--- config.mk ---
export PLATFORM = sky130hd
export DESIGN_NAME = moore_lamp_ctrl
export DESIGN_NICKNAME = d
export VERILOG_FILES = /design/src/rtl/moore_lamp_ctrl_pkg.sv /design/src/rtl/moore_lamp_ctrl_state_decoder_2to4.sv /design/src/rtl/moore_lamp_ctrl.sv
export SDC_FILE = /design/constraint.sdc
export NUM_CORES = 1
export LEC_CHECK = 0
export BUFFER_PORTS_ARGS = -buffer_cell sky130_fd_sc_hd__buf_2
export CAP_MARGIN = 20
export CORE_AREA = 4 4 41 43
export CTS_BUF_LIST = sky130_fd_sc_hd__clkbuf_2 sky130_fd_sc_hd__clkbuf_4 sky130_fd_sc_hd__clkbuf_8
export CTS_CLUSTER_DIAMETER = 100
export DETAILED_ROUTE_END_ITERATION = 7
export DIE_AREA = 0 0 45 47
export HOLD_SLACK_MARGIN = 0.05
export PLACE_DENSITY = 0.4
export SETUP_SLACK_MARGIN = 0.2
export SLEW_MARGIN = 20
export SYNTH_ARGS = -nofsm -noshare
export SYNTH_HDL_FRONTEND = slang
export SYNTH_SLANG_ARGS = --single-unit
--- constraint.sdc ---
create_clock -name Clk -period 1.17 [get_ports Clk]
set_clock_uncertainty 0.15 [all_clocks]
set_input_delay 0.234 -clock Clk [delete_from_list [all_inputs] [get_ports Clk]]
set_output_delay 0.234 -clock Clk [all_outputs]
set_load 0.005 [all_outputs]
--- src/rtl/moore_lamp_ctrl_pkg.sv ---
`default_nettype none
// ============================================================================
// Module  : moore_lamp_ctrl_pkg
// Purpose : Shared state width and state encoding for the two-lamp Moore
//           controller and its decoder.
// Contents: STATE_W, state_e (NINGUNA / UNA_SOLA / ILLEGAL / AMBAS)
// Revision: 1.0 - initial release
// ============================================================================
package moore_lamp_ctrl_pkg;

   localparam int STATE_W = 2;

   // {y1,y0}. ILLEGAL cannot be produced by the next-state equations.
   typedef enum logic [STATE_W-1:0] {
      ST_NINGUNA  = 2'b00,
      ST_UNA_SOLA = 2'b01,
      ST_ILLEGAL  = 2'b10,
      ST_AMBAS    = 2'b11
   } state_e;

endpackage : moore_lamp_ctrl_pkg
`default_nettype wire

--- src/rtl/moore_lamp_ctrl_state_decoder_2to4.sv ---
`default_nettype none
// ============================================================================
// Module  : state_decoder_2to4
// Purpose : 2-to-4 one-hot decoder with enable. dec_o[i] is high when
//           sel_i == i and enable_i is high; all zero when disabled.
// Ports   : sel_i    [STATE_W-1:0] encoded state
//           enable_i               decoder enable
//           dec_o    [3:0]         one-hot decode
// Revision: 1.0 - initial release
// ============================================================================
module state_decoder_2to4
   import moore_lamp_ctrl_pkg::*;
(
   input  logic [STATE_W-1:0] sel_i,
   input  logic               enable_i,
   output logic [3:0]         dec_o
);

   always_comb begin
      dec_o = 4'b0000;
      if (enable_i) begin
         dec_o[sel_i] = 1'b1;
      end
   end

endmodule : state_decoder_2to4
`default_nettype wire

--- src/rtl/moore_lamp_ctrl.sv ---
`default_nettype none
// ============================================================================
// Module  : moore_lamp_ctrl
// Purpose : Moore controller lighting none, one or both of two lamps from
//           the request pair {w1,w0}. In the single-lamp state the lit lamp
//           alternates on every fresh entry into that state.
// Ports   : Clk       system clock (rising edge)
//           reset     asynchronous active-high reset
//           w1, w0    request bits, synchronous to Clk
//           enable    decoder enable; low blanks all decoded/lamp outputs
//           state     current state {y1,y0}
//           ninguna   one-hot NINGUNA
//           una_sola  one-hot UNA_SOLA
//           ambas     one-hot AMBAS
//           b1, b2    lamp drives
// Revision: 1.0 - initial release
// ============================================================================
module moore_lamp_ctrl
   import moore_lamp_ctrl_pkg::*;
#(
   parameter logic Q_INIT = 1'b0
) (
   input  logic               Clk,
   input  logic               reset,
   input  logic               w1,
   input  logic               w0,
   input  logic               enable,
   output logic [STATE_W-1:0] state,
   output logic               ninguna,
   output logic               una_sola,
   output logic               ambas,
   output logic               b1,
   output logic               b2
);

   state_e     state_q;
   state_e     state_d;
   logic       q_q;
   logic       q_d;
   logic [3:0] dec;
   logic       dec_illegal_unused;

   // State register
   always_ff @(posedge Clk or posedge reset) begin
      if (reset) begin
         state_q <= ST_NINGUNA;
      end else begin
         state_q <= state_d;
      end
   end

   // Next state depends on the inputs only: Y1 = ~w1 & ~w0, Y0 = ~w1.
   // ILLEGAL falls out of these equations on the next edge.
   always_comb begin
      state_d = ST_NINGUNA;
      state_d = state_e'({~w1 & ~w0, ~w1});
   end

   // Alternation bit: flips only on entry into UNA_SOLA, so staying there
   // keeps the same lamp lit. Deliberately independent of enable.
   always_comb begin
      q_d = q_q;
      if ((state_d == ST_UNA_SOLA) && (state_q != ST_UNA_SOLA)) begin
         q_d = ~q_q;
      end
   end

   always_ff @(posedge Clk or posedge reset) begin
      if (reset) begin
         q_q <= Q_INIT;
      end else begin
         q_q <= q_d;
      end
   end

   state_decoder_2to4 u_dec (
      .sel_i    (state_q),
      .enable_i (enable),
      .dec_o    (dec)
   );

   assign state              = state_q;
   assign ninguna            = dec[ST_NINGUNA];
   assign una_sola           = dec[ST_UNA_SOLA];
   assign ambas              = dec[ST_AMBAS];
   assign dec_illegal_unused = dec[ST_ILLEGAL];

   // una_sola is already gated by enable, so with enable low both lamps
   // fall back to ambas, which is also zero.
   assign b1 = una_sola ?  q_q : ambas;
   assign b2 = una_sola ? ~q_q : ambas;

endmodule : moore_lamp_ctrl
`default_nettype wire

==> metrics.txt <==
status=complete, but fails checks; Total GRT Usage=0.0546; Die Span Y=47 um; Async SR Flop Fraction=1.00; crit share post-route=1.16; placed insts=43; Area Growth Syn to Fin=123%; largest net degree at the start of global routing=7; CP Launch Type=flip-flop; R2R Path Start=state[1]; fin util=0.251; top cells by count, synth=nor2_1 (5), inv_1 (4), dfrtp_1 (3); Post-CTS Hold Buffers=3; Final Power=458 uW; layout cells sized above 1=0.730; Least-Margin Pin Slew=0.164 ns; Rows=13; Core Box Area=1300 um2; vias in the first global route=209; total number of vias=186; clock root cell=clkbuf_4; CTS buffer count=3; register-to-register setup slack=-0.05 ns; f_max=0.735 GHz; EDFF count, synth=0; crit path kind=flip-flop to primary output; total overflow reported by the global router=0; Synth top area share=0.513; ys flop type=dfrtp_1; most numerous cell in the Yosys netlist=nor2_1; setup violators final=8; failing checks=setup timing; total negative slack=-1.07 ns; count of cell types in the netlist=8; slew margin rel.=0.890; Setup crit end kind=primary output; starting density of the core=0.112; Reg-to-Reg End=q_q; Hold Path Sink=state[1]; clk_lat worst skew=0.23 ns; CTS H-tree lvls=1; CTS tree=built; Setup Slack @ Placement=0.0529 ns; Die Footprint=2120 um2; Initial DRC Count=0; global-route wire length before repair=724 um; ant diodes=0; clock net sink count=3; Seq/Total Area, Yosys=0.513; hold_sp=w1; routed vias/inst=3.58; Final min period=1.36 ns; RSZ-0062 raised after global routing=yes; max cap viols=0; crit-path max FO=6; Routed WL=451 um; dpl hpwl=297 um; Hold Crit Class=primary input to flip-flop; syn nets=22; Worst Reg-to-Reg Cells=4; final max-slew violation count=0; top cells by area, synth=dfrtp_1 (51%), nor2_1 (13%), inv_1 (10%); Non-Filler Instances=52; drt pass-1 iters=1; IO buf count=11; global placement routability congestion=0.656; hold path cells=2; Hold Vio Cnt, Final=0; area leader, netlist=dfrtp_1; Final WS setup=-0.191 ns; Routed Antenna Nets=0; die width=45 um; DRC Markers=0; Mapped Cells=17; I/O pin total=12; #FFs+latches synth=3; initial antenna violation count=0; power density over the cells=1400 nW/um2; Clock transition at path regs=0.04 ns; synthesis warning total=0; Final nets=43; crit path DAT=0.98 ns; Leak=0.000171 uW; Worst EP required=0.79 ns; wire per inst=8.67 um; Avg Synthesized Cell Area=8.61 um2; Mapped Area=146 um2; Longest Clk Path Bufs=2; VDD IR max=0.631 mV
-- cell type report --
type,instances,area (um2)
clock buffer,4,30.0
fill,151,975
inverter,4,15.0
multi-input combinational,10,75.1
sequential,3,76.3
tap,15,18.8
timing repair buffer,16,111
-- registers in the layout (all words and copies together) (netlist names) --
name and cells:
state 2, q_q 1
-- worst max-delay path: stages (launching register included) --
cell and delay, ns:
dfrtp_2 0.44, inv_2 0.07, a21oi_2 0.12, buf_2 0.12
-- cell usage in the layout (no fill, tap or decap) --
cell	synthesis	routed
nor3b_2	0	1
dfrtp_1	3	2
buf_2	0	10
buf_4	0	1
clkbuf_4	0	4
nand2_2	0	1
nor2_2	0	3
dfrtp_2	0	1
o211ai_2	1	1
dlygate4sd3_1	0	2
buf_6	0	3
inv_1	4	3
nor2_1	5	2
xnor2_1	1	1
a21oi_2	0	1
inv_2	0	1
-- worst max-delay path by stage --
stage / to / cells after the start / slack, ns / startpoint
6_report: b2 / 3 / -0.19 / state[1]
5_1_grt: b2 / 3 / -0.28 / state[0]
2_1_floorplan: b2 / 2 / 0.18 / state[0]
3_3_place_gp: b1 / 3 / 0.06 / state[1]
3_5_place_dp: b2 / 3 / 0.05 / state[0]
4_1_cts: b2 / 3 / -0.20 / state[0]
-- per-layer routing --
metal	global-route usage	routed length, um	up-vias
met5	0	0	-
met4	0.0702	0	0
met3	0.0383	72	0
met2	0.0847	207	12
met1	0.0389	171	83
li1	-	-	91
-- power breakdown --
part           switching, uW  leakage [uW]  internal [uW]
registers               31.4     0.0000349            126
logic                   36.9      0.000118           59.9
clock network           52.6     0.0000184            151
-- kinds of logic after synthesis --
group,count (synthesis),share of synthesized area
simple gates,7,0.205
xor+xnor,1,0.0598
compound gates,2,0.120
buf+inv,4,0.103
flops,3,0.513
-- what timing repair did --
item / in CTS / in global routing
resized for setup: 2 / 3
endpoints found under the setup margin: 8 / 9
pin swaps: 2 / 2
hold endpoints to repair: 5 / 1
buffers inserted: 1 / 2
-- per-stage QoR --
| step | area (um2) | hold WS, ns |
|---|---|---|
| after floorplan | 161 | -0.162 |
| after global placement | 235 | -0.0398 |
| after detailed placement | 235 | -0.0487 |
| after CTS | 309 | 0.137 |
| after global routing | 327 | 0.00401 |
| final | 327 | 0.0170 |
No activity file was read; power rests on OpenSTA's default activity.
